### src/rtl/adc_sample_framer.sv
// Decimates two free-running ADC channels and packs 8-bit samples into 16-bit words for the SDRAM write FIFO.
// Latency: 1 input register, wr_en one cycle after the completing tick; no backpressure, words hitting a full FIFO are dropped and flagged.
module adc_sample_framer #(
   parameter int DATA_W = 8,
   parameter int CNT_W  = 32
) (
   input  logic                clk50m,
   input  logic                Rst_n,
   input  logic                start,
   input  logic                stop,
   input  logic [CNT_W-1:0]    sample_num,
   input  logic [CNT_W-1:0]    div_set,
   input  logic [1:0]          ch_sel,
   input  logic [DATA_W-1:0]   adc_in1,
   input  logic [DATA_W-1:0]   adc_in2,
   input  logic                wrfifo_full,
   output logic [2*DATA_W-1:0] wr_data,
   output logic                wr_en,
   output logic                busy,
   output logic                done,
   output logic                overflow,
   output logic [CNT_W-1:0]    word_cnt
);

   typedef enum logic [1:0] {
      IDLE = 2'd0,
      ARM  = 2'd1,
      RUN  = 2'd2
   } state_t;

   typedef struct packed {
      logic [CNT_W-1:0] num;
      logic [CNT_W-1:0] div;
      logic [1:0]       ch;
   } cfg_t;

   state_t              state_q;
   state_t              state_d;
   cfg_t                cfg_q;
   logic [DATA_W-1:0]   adc1_q;
   logic [DATA_W-1:0]   adc2_q;
   logic [CNT_W-1:0]    div_cnt_q;
   logic                have_first_q;
   logic [DATA_W-1:0]   first_q;

   logic                accept;
   logic                div_last;
   logic                tick;
   logic                issue;
   logic                last;
   logic                zero_done;
   logic [DATA_W-1:0]   smp;
   logic [2*DATA_W-1:0] word;
   logic [CNT_W-1:0]    cnt_inc;

   always_comb begin
      state_d   = state_q;
      accept    = 1'b0;
      div_last  = (div_cnt_q == (cfg_q.div - CNT_W'(1)));
      tick      = (state_q == RUN) && div_last;
      smp       = cfg_q.ch[0] ? adc2_q : adc1_q;
      word      = cfg_q.ch[1] ? {adc1_q, adc2_q} : {first_q, smp};
      // Single-channel modes only issue on the second sample of a pair.
      issue     = tick && !stop && (cfg_q.ch[1] || have_first_q);
      cnt_inc   = word_cnt + CNT_W'(1);
      last      = issue && (cnt_inc == cfg_q.num);
      zero_done = 1'b0;

      case (state_q)
         IDLE: begin
            if (start && !stop) begin
               state_d   = ARM;
               accept    = 1'b1;
               zero_done = (sample_num == '0);
            end
         end
         ARM: begin
            if (stop || (cfg_q.num == '0)) state_d = IDLE;
            else                           state_d = RUN;
         end
         RUN: begin
            if (stop || last) state_d = IDLE;
         end
         default: state_d = IDLE;
      endcase
   end

   assign busy = (state_q != IDLE);

   always_ff @(posedge clk50m or negedge Rst_n) begin
      if (!Rst_n) begin
         state_q <= IDLE;
         adc1_q  <= '0;
         adc2_q  <= '0;
      end else begin
         state_q <= state_d;
         adc1_q  <= adc_in1;
         adc2_q  <= adc_in2;
      end
   end

   // Config is captured on the accepted start so later input changes are ignored.
   always_ff @(posedge clk50m or negedge Rst_n) begin
      if (!Rst_n) begin
         cfg_q <= '0;
      end else if (accept) begin
         cfg_q.num <= sample_num;
         cfg_q.div <= (div_set == '0) ? CNT_W'(1) : div_set;
         cfg_q.ch  <= ch_sel;
      end
   end

   always_ff @(posedge clk50m or negedge Rst_n) begin
      if (!Rst_n) begin
         div_cnt_q    <= '0;
         have_first_q <= 1'b0;
         first_q      <= '0;
      end else if (state_q != RUN) begin
         div_cnt_q    <= '0;
         have_first_q <= 1'b0;
      end else begin
         div_cnt_q <= div_last ? '0 : div_cnt_q + CNT_W'(1);
         if (tick && !cfg_q.ch[1]) begin
            have_first_q <= !have_first_q;
            if (!have_first_q) first_q <= smp;
         end
      end
   end

   // A dropped word still counts, so the capture length never depends on FIFO state.
   always_ff @(posedge clk50m or negedge Rst_n) begin
      if (!Rst_n) begin
         wr_data  <= '0;
         wr_en    <= 1'b0;
         done     <= 1'b0;
         overflow <= 1'b0;
         word_cnt <= '0;
      end else begin
         wr_en <= issue && !wrfifo_full;
         done  <= zero_done || last;
         if (issue && !wrfifo_full) wr_data <= word;
         if (accept) begin
            word_cnt <= '0;
            overflow <= 1'b0;
         end else if (issue) begin
            word_cnt <= cnt_inc;
            if (wrfifo_full) overflow <= 1'b1;
         end
      end
   end

endmodule
### config.mk
export PLATFORM = sky130hd
export DESIGN_NAME = adc_sample_framer
export DESIGN_NICKNAME = d
export VERILOG_FILES = /design/src/rtl/adc_sample_framer.sv
export SDC_FILE = /design/constraint.sdc
export NUM_CORES = 1
export LEC_CHECK = 0
export BUFFER_PORTS_ARGS = -buffer_cell sky130_fd_sc_hd__buf_2
export CORE_ASPECT_RATIO = 0.6
export CORE_MARGIN = 10
export CORE_UTILIZATION = 45
export DETAILED_ROUTE_END_ITERATION = 7
export PLACE_DENSITY = 0.67
export SLEW_MARGIN = 40
export SYNTH_ARGS = -nofsm -noshare
export SYNTH_HDL_FRONTEND = slang
export SYNTH_SLANG_ARGS = --single-unit
### constraint.sdc
create_clock -name clk50m -period 9.8 [get_ports clk50m]
set_input_delay 0.49 -clock clk50m [delete_from_list [all_inputs] [get_ports clk50m]]
set_output_delay 0.49 -clock clk50m [all_outputs]
set_load 0.005 [all_outputs]
==> results by group <==
Worst setup path
  – Critical path type: reg -> reg
  – Crit Reg-Reg Endpoint: word_cnt[7]
  – Worst Path Required: 10.09 ns
  – Crit path DAT: 4.55 ns
  – R2R Path Start: cfg_q[19]
  – Startpoint Class: flip-flop
  – CP endpoint kind: flip-flop
  – Critical path fanouts, max: 31
  – Worst reg-to-reg setup slack: 5.55 ns
  – Reg2reg path depth: 9

Drt
  – Vias: 9249
  – First drt pass iteration count: 6
  – Routed Antenna Nets: 0
  – Vias per inst: 6.06
  – WL final: 34400 µm
  – Drt drc: 0
  – 1st-iter DRT viols: 890
  – Routed len/inst: 22.5 µm

Global route
  – Grt ovf: 0
  – First-pass GRT wire length: 53600 µm
  – Vias in the first global route: 8989
  – Largest net degree at the start of global routing: 103
  – Total GRT Usage: 22.3%
  – Initial antenna violation count: 2

Yosys
  – Asr flop ratio synth: 100%
  – Synth warnings: 0
  – EDFF count, synth: 0
  – Sequential share of the synthesized area: 41.1%
  – Synth Cell Area: 10700 µm²
  – Library cells used by synthesis: 73
  – Synth Register Bits: 176
  – Mapped Avg Cell Area: 9.84 µm²
  – Syn Inst Count: 1089
  – Ys flop type: dfrtp_1
  – Syn_nets: 1179

Floorplan
  – Die footprint: 30600 µm²
  – Die width: 219 µm
  – CORE AREA: 23200 µm²
  – Initial core utilization: 46.1%
  – Placement row count: 43
  – Die Ht: 140 µm
  – I/O Pins: 139

Power
  – Pwr dens: 161 nW/µm²
  – Final Power: 0.00198 W
  – Static leakage: 5.09 nW
  – Max VDD drop: 103 µV

STA
  – Unrepaired setup endpoints after global routing: no
  – Slew Viols, Final: 0
  – Period minus WS final: 4.25 ns
  – Clock Skew: 0.00952 ns
  – Slew @ Worst Pin: 0.857 ns
  – Max Clk Rate: 235 MHz
  – Max-slew headroom: 42.2%
  – Final hold vios: 0
  – Final Setup Violations: 0
  – Final Cycle Share: 43.4%
  – Hold slack: 0.151 ns
  – Sum of negative setup slack: 0 ns

CTS
  – Post-CTS Setup Bufs: 0
  – Worst-Skew Late Latency: 0.44 ns
  – CTS Buffer Depth: 2
  – CTS tree: built
  – # clock sinks: 176
  – CTS root buf: clkbuf_16
  – # H-tree levels: 4
  – Post-cts sizing count: 0
  – Cts bufs inserted: 17
  – Clk slew on worst S/H paths: 0.07 ns

Finish
  – Layout cells sized above 1: 26.4%
  – Nets@finish: 1288
  – Final Core Density: 52.7%
  – Commonest cells after routing, fill and taps aside: dfrtp_1 (176), buf_2 (137), nor2_1 (103)
  – Post-route insts no fill: 1527
  – Commonest non-fill, non-tap cell in the layout: dfrtp_1
  – P&R area growth vs syn: 14.4%

Place
  – GPL Wtd Cong: 1.01
  – Post-Place Cells: 1492
  – Port Buf Inserts: 138
  – Hpwl dp: 26100 µm

Hold path
  – Worst Hold Class: in -> reg
  – Min-Delay Path Depth: 1
  – Hold Crit Endpoint: adc2_q[2]
  – Hold path startpoint: adc_in2[2]

Job
  – Max-cap violations: 0

Status
  – Status: finished clean
## Yosys cell counts (18+ instances only)
library cell	number	area share [%]
nand4_1	32	1.9
nor4_1	45	2.6
dfrtp_1	176	41
xor2_1	46	3.8
xnor2_1	63	5.1
inv_1	39	1.4
nand3_1	41	1.9
mux2_2	93	9.8
nand2_1	47	1.6
clkbuf_1	43	1.5
o31ai_1	32	2.2
o21ai_0	19	0.89
nor3_1	40	1.9
mux2_4	18	2.5
nor2_1	103	3.6
o211ai_1	35	2.5
## worst max-delay path by stage
| stage | start | end | slack (ns) | cells past startpoint |
|---|---|---|---|---|
| 3_3_place_gp | cfg_q[19] | word_cnt[19] | 5.73 | 9 |
| 2_1_floorplan | cfg_q[2] | wr_data[10] | 6.60 | 12 |
| 5_1_grt | cfg_q[19] | first_q[5] | 5.23 | 8 |
| 4_1_cts | cfg_q[19] | first_q[3] | 5.65 | 8 |
| 3_5_place_dp | cfg_q[19] | first_q[5] | 5.71 | 8 |
| 6_report | cfg_q[19] | word_cnt[7] | 5.55 | 9 |
## state kept, by name, summed over array words and instances (netlist names)
signal and flops:
done 1, wr_data 16, wr_en 1, word_cnt 32, first_q 8, state_q 2
adc1_q 8, adc2_q 8, div_cnt_q 32, overflow 1, cfg_q 66, have_first_q 1
## repair_timing
item | CTS | global route
endpoints found under the hold margin | 0 | 2
hold buffers | 0 | 1
endpoints found under the setup margin | 0 | 0
## area by class of cell
cell class                 count  area, µm²
timing repair buffer         151        828
fill                        2172      11000
sequential                   176       4400
clock buffer                  20        457
clock inverter                11        106
inverter                      39        146
antenna                        2       5.00
tap                          315        394
multi-input combinational    813       5920
## metrics by stage
| stage | instance area, µm² | setup WS, ns |
|---|---|---|
| final | 12300 | 5.55 |
| after global routing | 12300 | 5.23 |
| after CTS | 12200 | 5.65 |
| after detailed placement | 11600 | 5.71 |
| after global placement | 11600 | 5.73 |
| after floorplan | 10700 | 6.60 |
## layer usage
metal | share of wire, % | up-vias | global-route usage (%)
met2 | 38 | 373 | 27.6
met1 | 51 | 4607 | 34.8
li1 | - | 4244 | -
met5 | 0.22 | - | 2.00
met3 | 10 | 23 | 8.18
met4 | 0.78 | 2 | 4.55
## critical path, stage by stage (launching register included)
cell and delay, ns:
dfrtp_1 0.46, nor4_1 0.55, nand4_2 0.42, o31ai_1 0.68, o311ai_0 0.47, nor4_1 0.47
nand3b_1 0.19, nor4b_4 0.28, buf_4 0.44, o31ai_1 0.11
## power breakdown
group / internal, W / switching [W]
logic: 0.000187 / 0.000206
registers: 0.000792 / 0.000127
clock network: 0.000364 / 0.000302
## kinds of logic after synthesis
logic type	after synthesis	share of synthesized area [%]
xor gates and xnor gates	109	8.91
adders and majority gates	3	0.350
AOI/OAI and AO/OA	158	10.7
and+or+nand+nor	427	22.2
DFF	176	41.1
muxes	116	12.8
buffers and inverters	100	3.98
Note: power is estimated with default switching activity, not from simulation.
